==> src/rtl/reset_sequencer.sv <==
// Staged reset release controller: holds all subsystem resets, then releases them one at a
// time, waiting for each stage's ready; faults on a stuck stage and re-sequences on restart.
module reset_sequencer #(
    parameter int unsigned NUM_STAGES     = 4,
    parameter int unsigned HOLD_CYCLES    = 16,
    parameter int unsigned GAP_CYCLES     = 8,
    parameter int unsigned TIMEOUT_CYCLES = 1000
) (
    input  logic                  CLK,
    input  logic                  RESETN,
    input  logic                  DEVICE_INIT_DONE,
    input  logic                  PLL_LOCK,
    input  logic                  SOFT_RST_REQ,
    input  logic [NUM_STAGES-1:0] STAGE_READY,
    output logic [NUM_STAGES-1:0] STAGE_RESETN,
    output logic                  SEQ_DONE,
    output logic                  SEQ_FAULT,
    output logic [2:0]            FAULT_STAGE,
    output logic [2:0]            STATE
);

    localparam int unsigned CntMaxHg = (HOLD_CYCLES > GAP_CYCLES) ? HOLD_CYCLES : GAP_CYCLES;
    localparam int unsigned CntMax   = (CntMaxHg > TIMEOUT_CYCLES) ? CntMaxHg : TIMEOUT_CYCLES;
    localparam int unsigned CntW     = $clog2(CntMax + 1);

    localparam logic [CntW-1:0] HoldLast    = CntW'(HOLD_CYCLES - 1);
    localparam logic [CntW-1:0] GapLast     = CntW'((GAP_CYCLES == 0) ? 0 : GAP_CYCLES - 1);
    localparam logic [CntW-1:0] TimeoutLast =
        CntW'((TIMEOUT_CYCLES == 0) ? 0 : TIMEOUT_CYCLES - 1);
    localparam logic [CntW-1:0] CntOne      = CntW'(1);
    localparam logic [CntW-1:0] CntSat      = {CntW{1'b1}};
    localparam logic [2:0]      LastStage   = 3'(NUM_STAGES - 1);

    typedef enum logic [2:0] {
        StIdle    = 3'd0,
        StHold    = 3'd1,
        StWaitRdy = 3'd2,
        StGap     = 3'd3,
        StRun     = 3'd4,
        StFault   = 3'd5
    } state_e;

    logic                  lock_meta_q;
    logic                  lock_s_q;
    state_e                state_q, state_d;
    logic [CntW-1:0]       cnt_q, cnt_d;
    logic [2:0]            k_q, k_d;
    logic [NUM_STAGES-1:0] stage_resetn_q, stage_resetn_d;
    logic                  seq_done_q, seq_done_d;
    logic                  seq_fault_q, seq_fault_d;
    logic [2:0]            fault_stage_q, fault_stage_d;

    logic                  stage_ready_k;
    logic                  restart;
    logic [CntW-1:0]       cnt_inc;

    // Ready of the stage currently being waited on.
    always_comb begin
        stage_ready_k = 1'b0;
        for (int i = 0; i < int'(NUM_STAGES); i++) begin
            if (k_q == 3'(i)) begin
                stage_ready_k = STAGE_READY[i];
            end
        end
    end

    always_comb begin
        cnt_inc = (cnt_q == CntSat) ? cnt_q : cnt_q + CntOne;
        restart = (state_q != StIdle) && (!lock_s_q || SOFT_RST_REQ);
    end

    always_comb begin
        state_d       = state_q;
        cnt_d         = cnt_q;
        k_d           = k_q;
        fault_stage_d = fault_stage_q;

        if (restart) begin
            state_d = StIdle;
            cnt_d   = '0;
            k_d     = '0;
        end else begin
            case (state_q)
                StIdle: begin
                    if (DEVICE_INIT_DONE && lock_s_q) begin
                        state_d = StHold;
                        cnt_d   = '0;
                    end
                end
                StHold: begin
                    if (cnt_q == HoldLast) begin
                        state_d = StWaitRdy;
                        cnt_d   = '0;
                        k_d     = '0;
                    end else begin
                        cnt_d = cnt_inc;
                    end
                end
                StWaitRdy: begin
                    // Ready is checked before the timeout so it wins on the final cycle.
                    if (stage_ready_k) begin
                        cnt_d = '0;
                        if (k_q == LastStage) begin
                            state_d = StRun;
                        end else if (GAP_CYCLES == 0) begin
                            state_d = StWaitRdy;
                            k_d     = k_q + 3'd1;
                        end else begin
                            state_d = StGap;
                        end
                    end else if ((TIMEOUT_CYCLES != 0) && (cnt_q == TimeoutLast)) begin
                        state_d       = StFault;
                        fault_stage_d = k_q;
                        cnt_d         = '0;
                    end else begin
                        cnt_d = cnt_inc;
                    end
                end
                StGap: begin
                    if (cnt_q == GapLast) begin
                        state_d = StWaitRdy;
                        k_d     = k_q + 3'd1;
                        cnt_d   = '0;
                    end else begin
                        cnt_d = cnt_inc;
                    end
                end
                StRun, StFault: begin
                    cnt_d = '0;
                end
                default: begin
                    state_d = StIdle;
                    cnt_d   = '0;
                    k_d     = '0;
                end
            endcase
        end
    end

    // Outputs are derived from the next state so they change on the same edge as the FSM.
    always_comb begin
        seq_done_d  = (state_d == StRun);
        seq_fault_d = (state_d == StFault);
        for (int i = 0; i < int'(NUM_STAGES); i++) begin
            stage_resetn_d[i] = ((state_d == StWaitRdy) || (state_d == StGap) ||
                                 (state_d == StRun)) && (k_d >= 3'(i));
        end
    end

    always_ff @(posedge CLK) begin
        if (!RESETN) begin
            lock_meta_q    <= 1'b0;
            lock_s_q       <= 1'b0;
            state_q        <= StIdle;
            cnt_q          <= '0;
            k_q            <= '0;
            stage_resetn_q <= '0;
            seq_done_q     <= 1'b0;
            seq_fault_q    <= 1'b0;
            fault_stage_q  <= '0;
        end else begin
            lock_meta_q    <= PLL_LOCK;
            lock_s_q       <= lock_meta_q;
            state_q        <= state_d;
            cnt_q          <= cnt_d;
            k_q            <= k_d;
            stage_resetn_q <= stage_resetn_d;
            seq_done_q     <= seq_done_d;
            seq_fault_q    <= seq_fault_d;
            fault_stage_q  <= fault_stage_d;
        end
    end

    assign STAGE_RESETN = stage_resetn_q;
    assign SEQ_DONE     = seq_done_q;
    assign SEQ_FAULT    = seq_fault_q;
    assign FAULT_STAGE  = fault_stage_q;
    assign STATE        = state_q;

endmodule

==> config.mk <==
export PLATFORM = sky130hd
export DESIGN_NAME = reset_sequencer
export DESIGN_NICKNAME = d
export VERILOG_FILES = /design/src/rtl/reset_sequencer.sv
export SDC_FILE = /design/constraint.sdc
export NUM_CORES = 1
export LEC_CHECK = 0
export CAP_MARGIN = 30
export CELL_PAD_IN_SITES_DETAIL_PLACEMENT = 0
export CELL_PAD_IN_SITES_GLOBAL_PLACEMENT = 1
export CORE_MARGIN = 8
export CORE_UTILIZATION = 42
export CTS_BUF_LIST = sky130_fd_sc_hd__clkbuf_16
export DETAILED_ROUTE_END_ITERATION = 16
export GPL_ROUTABILITY_DRIVEN = 0
export HOLD_SLACK_MARGIN = 0.1
export PLACE_DENSITY = 0.86
export SETUP_SLACK_MARGIN = 0.02
export SKIP_LAST_GASP = 1
export SLEW_MARGIN = 20
export SYNTH_ARGS = -nofsm -noshare
export SYNTH_HDL_FRONTEND = slang
export SYNTH_SLANG_ARGS = --single-unit
==> constraint.sdc <==
create_clock -name CLK -period 2.45 [get_ports CLK]
set_clock_uncertainty 0.2 [all_clocks]
set_input_delay 0.49 -clock CLK [delete_from_list [all_inputs] [get_ports CLK]]
set_output_delay 0.49 -clock CLK [all_outputs]
set_load 0.02 [all_outputs]
==> results of run 1 <==
## area by class of cell
| type | count | area share |
|---|---|---|
| multi-input combinational | 137 | 0.508 |
| clock buffer | 3 | 0.0377 |
| clock inverter | 1 | 0.00189 |
| timing repair buffer | 25 | 0.126 |
| inverter | 11 | 0.0233 |
| sequential | 27 | 0.273 |
| tap | 48 | 0.0302 |
## per-layer routing
metal | GRT usage | wire, um
met1 | 0.159 | 1740
met2 | 0.202 | 1810
met3 | 0.0216 | 164
met4 | 0.0444 | 45
met5 | 0 | 0
## sequential cells by signal, indices dropped and copies added, names as in the netlist
register / count
SEQ_DONE: 1
cnt_q: 10
SEQ_FAULT: 1
FAULT_STAGE: 3
k_q: 3
lock_s_q: 1
STATE: 3
STAGE_RESETN: 4
lock_meta_q: 1
## cell usage in the layout (no fill, tap or decap), types with 5 or more instances in the layout
master            n
nor2b_1           8
ha_1              6
nand4_1           5
nand3_1           9
a31oi_1          10
o21ai_0           8
nand2_1          13
inv_1            10
and2_1           10
a21oi_1           7
nor2_1            5
clkdlybuf4s50_1  20
dfxtp_1          25
## where the power goes
| part | leakage, nW | internal (W) | switching, W |
|---|---|---|---|
| logic | 0.451 | 0.0000353 | 0.0000319 |
| registers | 0.219 | 0.000441 | 0.00000302 |
| clock network | 0.0423 | 0.000219 | 0.000152 |
| total | 0.713 | 0.000695 | 0.000187 |
## final timing paths
path | endpoint | slack, ps | depth (start not counted)
worst max-delay path | STATE[1] | 210 | 1
worst min-delay path | lock_s_q$_SDFF_PN0_ | 240 | 1
worst max register to register | STAGE_RESETN[2]$_SDFF_PN0_ | 230 | 6
worst min register to register | lock_s_q$_SDFF_PN0_ | 240 | 1
## cell families after synthesis
logic type / share of synthesized area
flip-flops: 0.329
adder cells (fa/ha/maj): 0.0457
buffers and inverters: 0.0541
XOR/XNOR: 0.00534
AND/OR/NAND/NOR: 0.303
multiplexers: 0.0244
AO/OA/AOI/OAI: 0.239
## Yosys cell counts (all sizes together), types with 4 or more instances
cell type | count | area, um2
a22oi | 4 | 30.0
mux2i | 4 | 40.0
a21oi | 8 | 43.8
nand2 | 13 | 48.8
ha | 6 | 75.1
o21ai | 11 | 55.1
dfxtp | 27 | 541
nand4 | 5 | 31.3
and2 | 11 | 68.8
nor2 | 6 | 30.0
nor4 | 4 | 46.3
inv | 10 | 37.5
nand3 | 11 | 72.6
a31oi | 10 | 62.6
buf | 6 | 42.5
nor2b | 8 | 50.1
## stage by stage
stage | setup TNS, ps | cells | total power (W)
6_report | 0 | 252 | 0.000882
5_1_grt | 0 | 252 | 0.000918
4_1_cts | 0 | 252 | 0.000888
3_5_place_dp | -12.5 | 248 | 0.000522
3_3_place_gp | 0 | 248 | 0.000520
2_1_floorplan | 0 | 181 | 0.000491
==> flow_summary.json, run 1 <==
{
  "core-area_um2": 3720,
  "antenna_left": 0,
  "vias": 1439,
  "dp_slack_ps": -6.98,
  "grt_usage": 0.124,
  "syn_area_um2": 1640,
  "area_delta_synth_final_pct": 21.3,
  "cts_num_sinks": 27,
  "cts_max_path_buffers": 2,
  "finalSetupViolCount": 0,
  "synth_seq_area_share": 0.329,
  "final_util": 0.536,
  "nFillCells": 349,
  "finalHoldViolations": 0,
  "path_cells": "clkdlybuf4s50_1",
  "grt_max_degree": 19,
  "portBuffers": 20,
  "r2r-start": "cnt_q[0]$_SDFFE_PP0P_",
  "regArea_um2": 543,
  "wl_per_cell_um": 14.9,
  "min-delay-start": "lock_meta_q$_SDFF_PN0_",
  "worst_ep_arrival_time_ps": 1550,
  "n_antenna_cell": 0,
  "synth.distinct_cells": 56,
  "drive_above_1_share": 0.147,
  "synth_edf_count": 0,
  "netlist_instances": 181,
  "max-slew-margin-rel": 0.698,
  "overflow": 0,
  "cp_num_buf_inv": 1,
  "ys_async_sr_fraction": 0,
  "boundaryPins": 21,
  "synthesis.nets": 196,
  "ir_drop_v": 0.000261,
  "drt_wl_total_um": 3770,
  "first_pass_iters": 4,
  "drv_cap": 0,
  "grt_pass1_vias": 1347,
  "num_rows": 22,
  "syn_area_per_cell_um2": 9.07,
  "post-cts-setup-buffer-count": 0,
  "synth-main-ff-cell": "dfxtp_1",
  "setup_ws_ps": 207,
  "worstMarginPinSlew_ps": 453,
  "fin_crit_sh": 0.916,
  "end_kind": "output port",
  "drcViolationCount": 0,
  "antenna_found_initial": 0,
  "clk_pin_slew_worst_paths_ps": 70,
  "critPathLaunchType": "register",
  "cts_resized": 0,
  "synth_seq_cells": 27,
  "finalMaxSlewViolations": 0,
  "cts_tree": "yes",
  "outcome": "complete, no violations",
  "die_area_um2": 6170,
  "h-tree-depth": 1,
  "crit_required_ps": 1760,
  "hp-class": "reg2reg",
  "fp.dieW_um": 78.5,
  "clk_root_buffer_cell": "clkbuf_16",
  "post-route-cell-area_um2": 1990,
  "leakagePower_nw": 0.713,
  "grt_pass1_wl_um": 6390,
  "vias_per_cell": 5.71,
  "fp.dieH_um": 78.5,
  "crit_family": "buffers and inverters",
  "postPlaceCellArea_um2": 1910,
  "period_needed_ps": 2240,
  "fmax_mhz": 446,
  "crit_start": "STATE[1]$_SDFF_PN0_",
  "p_per_area_nw_per_um2": 443,
  "layout.nets": 220,
  "critPathKind": "reg2out",
  "clk_latency_ps": 260,
  "cpPeakStageDelay_ps": 700,
  "timing.hold.ws_ps": 238,
  "multi_input_area_um2": 1010,
  "initialDrtViolationCount": 95,
  "dp_hpwl_um": 2900,
  "start_util": 0.442,
  "yosys_warnings": 0,
  "critPathSlowestCell": "clkdlybuf4s50_1",
  "rsz0062_at_grt": "no",
  "ctsHoldBuffers": 0,
  "cp_max_fo": 12,
  "cts_buffers": 3
}
No activity file was read; power rests on OpenSTA's default activity.
==> inputs of run 2 (changes only) <==
CTS_CLUSTER_DIAMETER = 100   (was default)
==> results of run 2 <==
No change in the layout: final DEF, timing and power equal those of run 1.
==> RTL edit 1, RTL diff (settings of run 2) <==
Set the parameter `TIMEOUT_CYCLES` to 4000 (it was 1000).
--- a/src/rtl/reset_sequencer.sv
+++ b/src/rtl/reset_sequencer.sv
@@ -5,5 +5,5 @@
     parameter int unsigned HOLD_CYCLES    = 16,
     parameter int unsigned GAP_CYCLES     = 8,
-    parameter int unsigned TIMEOUT_CYCLES = 1000
+    parameter int unsigned TIMEOUT_CYCLES = 4000
 ) (
     input  logic                  CLK,
Formal check against the unedited RTL: no difference found for any inputs over 10 cycles, from zero or initial values and one cycle with RESETN low; that may be too few to reach the edited logic, so the function may still have changed.
==> RTL edit 1 against run 2 <==
  * Area after synthesis up 7.6%
  * Worst setup slack worse by 0.042 ns
  * Sequential cell count up 2
  * Cell area up 15%
  * Hold slack worse by 0.0019 ns
  * Fmax down 1.8%
  * Register-to-register slack worse by 0.06 ns
  * Sequential share of layout area down 1.9 points
  * Cell count up 17%
  * Global-route usage up 2.4 points
  * Wire length up 21%
  * Via count up 20%
Power is not compared: it rests on default switching activity, and its combinational part moved more than twofold at a synthesized area within 25%.
==> RTL edit 1: results (changes against run 2) <==
* WL met2 at 2.035 mm (+12%)
* Crit Path Class: flip-flop to flip-flop
* Largest net degree at the start of global routing at 21 (+2)
* Crit Reg-Reg Startpoint: cnt_q[8]$_SDFFE_PP0P_
* Bufs on Longest Clock Path at 2 (unchanged)
* # fillers at 375 (+7.4%)
* Reg2reg end: STAGE_RESETN[0]$_SDFF_PN0_
* CTS buffer count at 5 (+2)
* CP arrival at 2.30 ns (+0.75 ns)
* Detailed Route Iter0 Violations at 169 (+78%)
* First-pass GRT wire length at 7.700 mm (+21%)
* Fin Hold WS at 0.2362 ns (-0.001891 ns)
* Status: complete, no violations
* Clk_lat worst skew at 0.28 ns (+0.02 ns)
* Max reg flops at 12 (+2)
* NumNets Final at 259 (+18%)
* Hold Crit Depth at 1 (unchanged)
* Fraction of layout cells with a size suffix above 1 at 0.1714 (+0.02437)
* Met3 routed WL at 330 µm (+100%)
* Post-Route M1 WL at 2.093 mm (+20%)
* Area of placed instances at 2120 µm² (+11%)
* Sequential area share after synthesis at 0.3286 (-0.0006564)
* Hpwl dp at 3.414 mm (+18%)
* Netlist cell types at 63 (+13%)
* Root Driver: clkbuf_16
* Internal Power at 1.034 mW
* # H-tree levels at 2 (+1)
* Routed via count at 1729 (+20%)
* WL per Instance at 15.42 µm (+3.2%)
* Net Count, Synth at 223 (+14%)
* Clock-pin slew on the worst setup and hold paths at 0.05 ns (-0.02 ns)
* GRT Overall Usage at 0.1478 (+0.02397)
-- RTL edit 1: cell types whose count changed after synthesis, moves of 3 or more --
cell,run 2,this run
a21oi_1,7,12
inv_1,9,13
and2_1,10,5
clkbuf_1,0,4
a22oi_1,4,1
nor2_1,5,14
o21ai_0,8,5
-- RTL edit 1: metal layers --
metal  vias to the layer above  GRT usage
met4                         0    0.06429
li1                        855          -
met2                        56     0.2205
met1                       807     0.1924
met5                         -          0
met3                        11    0.04415
-- RTL edit 1: metrics by stage --
step	setup WS, ns	instances
detailed placement	0.004552	286
floorplan	0.2637	208
global route	0.02395	295
global placement	0.0003801	286
CTS	0.1227	294
finish	0.1653	295
-- RTL edit 1: area by class of cell --
class	count	area [µm²]	share of cell area
multi-input combinational	155	1075	0.4686
sequential	29	581.8	0.2537
timing repair buffer	40	362.8	0.1582
clock buffer	5	125.1	0.05456
tap	50	62.56	0.02728
inverter	13	48.80	0.02128
clock inverter	3	37.54	0.01637
-- RTL edit 1: worst max-delay path, stage by stage (launching register included) --
cell      delay [ns]
dfxtp_1         0.38
nor4_1          0.48
nand3_1         0.13
a222oi_1        0.48
nand4b_1        0.28
buf_4           0.22
nand2_1         0.05
-- RTL edit 1: cells by family after synthesis --
kind of cell             share of synthesized area
AND/OR/NAND/NOR                             0.2989
AO/OA/AOI/OAI                               0.2436
flip-flops                                  0.3286
buffers and inverters                      0.06445
adder cells (fa/ha/maj)                    0.04249
multiplexers                               0.01700
XOR/XNOR                                  0.004958
-- RTL edit 1: timing repair --
item,in CTS,in global routing
setup endpoints to repair,0,3
gates resized for setup,0,2
setup buffers,0,1
==> RTL edit 2, RTL diff (settings of run 2) <==
Without the edit above. Remove the register `seq_fault_q`: a continuous assignment takes its place, so the output `SEQ_FAULT` follows one clock earlier.
--- a/src/rtl/reset_sequencer.sv
+++ b/src/rtl/reset_sequencer.sv
@@ -157,5 +157,4 @@
             stage_resetn_q <= '0;
             seq_done_q     <= 1'b0;
-            seq_fault_q    <= 1'b0;
             fault_stage_q  <= '0;
         end else begin
@@ -167,8 +166,9 @@
             stage_resetn_q <= stage_resetn_d;
             seq_done_q     <= seq_done_d;
-            seq_fault_q    <= seq_fault_d;
             fault_stage_q  <= fault_stage_d;
         end
     end
+
+    assign seq_fault_q = seq_fault_d;
 
     assign STAGE_RESETN = stage_resetn_q;
Check against the original RTL: same outputs for any inputs over 10 cycles, from zero or initial values and one cycle with RESETN low; that may be too few to reach the edited logic, so the function may still have changed.
==> RTL edit 2 against run 2 <==
  * The flow now finishes with violations (negative setup slack)
  * First-iteration DRC count grew 31%
  * Worst setup slack lost 0.43 ns
  * Cell area grew 27%
  * Utilization grew 14 points
  * Area after synthesis is essentially flat
  * Global-route usage grew 3.7 points
  * Die area is essentially flat
  * Wire length grew 33%
  * Sequential cell count shrank 1
  * Cell count grew 29%
  * Largest cell class unchanged
Power is not compared: it rests on default switching activity, and its combinational part moved more than twofold at a synthesized area within 25%.
==> RTL edit 2: results (changes against run 2) <==
* Largest family of logic cells by synthesized area: simple AND/OR/NAND/NOR gates
* Hpwl dp at 3.717 mm (+28%)
* Top cells by area, synth: dfxtp_1, ha_1, nand3_1
* Initial antenna violation count at 0 (unchanged)
* Via count of the first global-routing pass at 1786 (+33%)
* First-pass GRT wire length at 8.162 mm (+28%)
* Via/cell ratio at 5.769 (+1.0%)
* Sequential area share after synthesis at 0.3168 (-0.01244)
* Largest net degree at the start of global routing at 18 (-1)
* CP arrival at 1.98 ns (+0.43 ns)
* Placed cell count at 315 (+27%)
* Worst Max-Slew Pin Slew at 0.4487 ns (-0.003893 ns)
* Crit Reg-Reg Startpoint: k_q[0]$_SDFF_PN0_
* Syn Inst Count at 204 (+13%)
* Area of placed instances at 2253 µm² (+18%)
* Post-synthesis compound-gate area fraction at 0.1889 (-0.04969)
* Net Count, Synth at 219 (+12%)
* Post-synthesis mux area share at 0.01828 (-0.006111)
* Netlist cell types at 45 (-20%)
* Met3 Resource Use GR at 0.02620 (+0.004556)
* Async set-reset flop share out of synthesis at 0 (unchanged)
* Post-Route M1 WL at 2.037 mm (+17%)
* Detailed Route Iter0 Violations at 124 (+31%)
* Met1 usage at 0.1680 (+0.009259)
* Crit Path Max Fanout at 5 (-7)
* Clk_lat worst skew at 0.26 ns (about the same)
* TritonRoute pass-1 iters at 5 (+1)
* Ant diodes at 0 (unchanged)
* Fraction of layout cells with a size suffix above 1 at 0.3538 (+0.2067)
* Max stage delay on crit path at 0.37 ns (-0.33 ns)
* Violated checks: negative setup slack
* # H-tree levels at 1 (unchanged)
* WL met2 at 2.587 mm (+43%)
* Met3 routed WL at 234 µm (+43%)
* Root Driver: clkbuf_16
* Drt total wl at 5.021 mm (+33%)
* # fillers at 293 (-16%)
* Routed via count at 1875 (+30%)
* NumNets Final at 294 (+34%)
* CP Launch Type: flip-flop
* GR Layer Usage met2 at 0.2974 (+0.09528)
* Biggest register: cnt_q
* Final worst slack at -0.2194 ns (-0.4263 ns)
* Most used DFF post-synth: dfxtp_1
* Synthesized-area fraction occupied by adder cells at 0.04570 (about the same)
* Most common library cells after synthesis: dfxtp_1, nand2_1, nand3_1, nor2_1, a21oi_1
* GRT Overall Usage at 0.1604 (+0.03665)
* Min-delay src: lock_meta_q$_SDFF_PN0_
* Number of buffers added on ports at 20 (unchanged)
* Hold crit path type: flip-flop to flip-flop
* XOR/XNOR Fraction of Synth Area at 0.005331 (about the same)
* Finish-stage setup viols at 8 (+8)
* Slowest cell on crit path: dfxtp_2
* Status: finished with violations
* Multi-input gate area at 1135 µm² (+12%)
* Top cell family by delay on the critical path: buffers and inverters
-- RTL edit 2: path summary, 6_finish.rpt --
kind / endpoint / slack [ns] / cells past startpoint
worst min register to register: lock_s_q$_SDFF_PN0_ / 0.23 / 1
worst max register to register: STAGE_RESETN[3]$_SDFF_PN0_ / -0.19 / 10
worst min-delay path: lock_s_q$_SDFF_PN0_ / 0.23 / 1
worst max-delay path: SEQ_FAULT / -0.22 / 10
-- RTL edit 2: where the power goes --
| group | switching (mW) | internal, mW |
|---|---|---|
| sequential | 0.00531 | 0.431 |
| combinational | 0.125 | 0.129 |
| clock | 0.142 | 0.216 |
-- RTL edit 2: cell families (layout without fill, tap and decap cells) --
group                    count (synthesis)  in the layout
AND/OR/NAND/NOR                        100            100
flip-flops                              26             26
AO/OA/AOI/OAI                           46             46
adder cells (fa/ha/maj)                  6              6
buffers and inverters                   22             95
multiplexers                             3              3
XOR/XNOR                                 1              1
-- RTL edit 2: metrics by stage --
step,setup TNS [ns],setup WS (ns)
finish,-0.9485,-0.2194
CTS,-0.1690,-0.1524
global route,-2.238,-0.2810
floorplan,0,0.02887
global placement,-1.215,-0.5748
detailed placement,-1.635,-0.6161
-- RTL edit 2: final cells by class --
cell class / instances / area share
Sequential cell: 26 / 0.2085
Inverter: 10 / 0.01688
Clock buffer: 3 / 0.02979
Tap cell: 48 / 0.02383
Multi-Input combinational cell: 156 / 0.4503
Timing Repair Buffer: 82 / 0.2706
-- RTL edit 2: what timing repair did --
item                                    4_1_cts  5_1_grt
resized for setup                            36        5
pin swaps                                    11        3
buffers inserted                              6        2
endpoints found under the setup margin        7        9
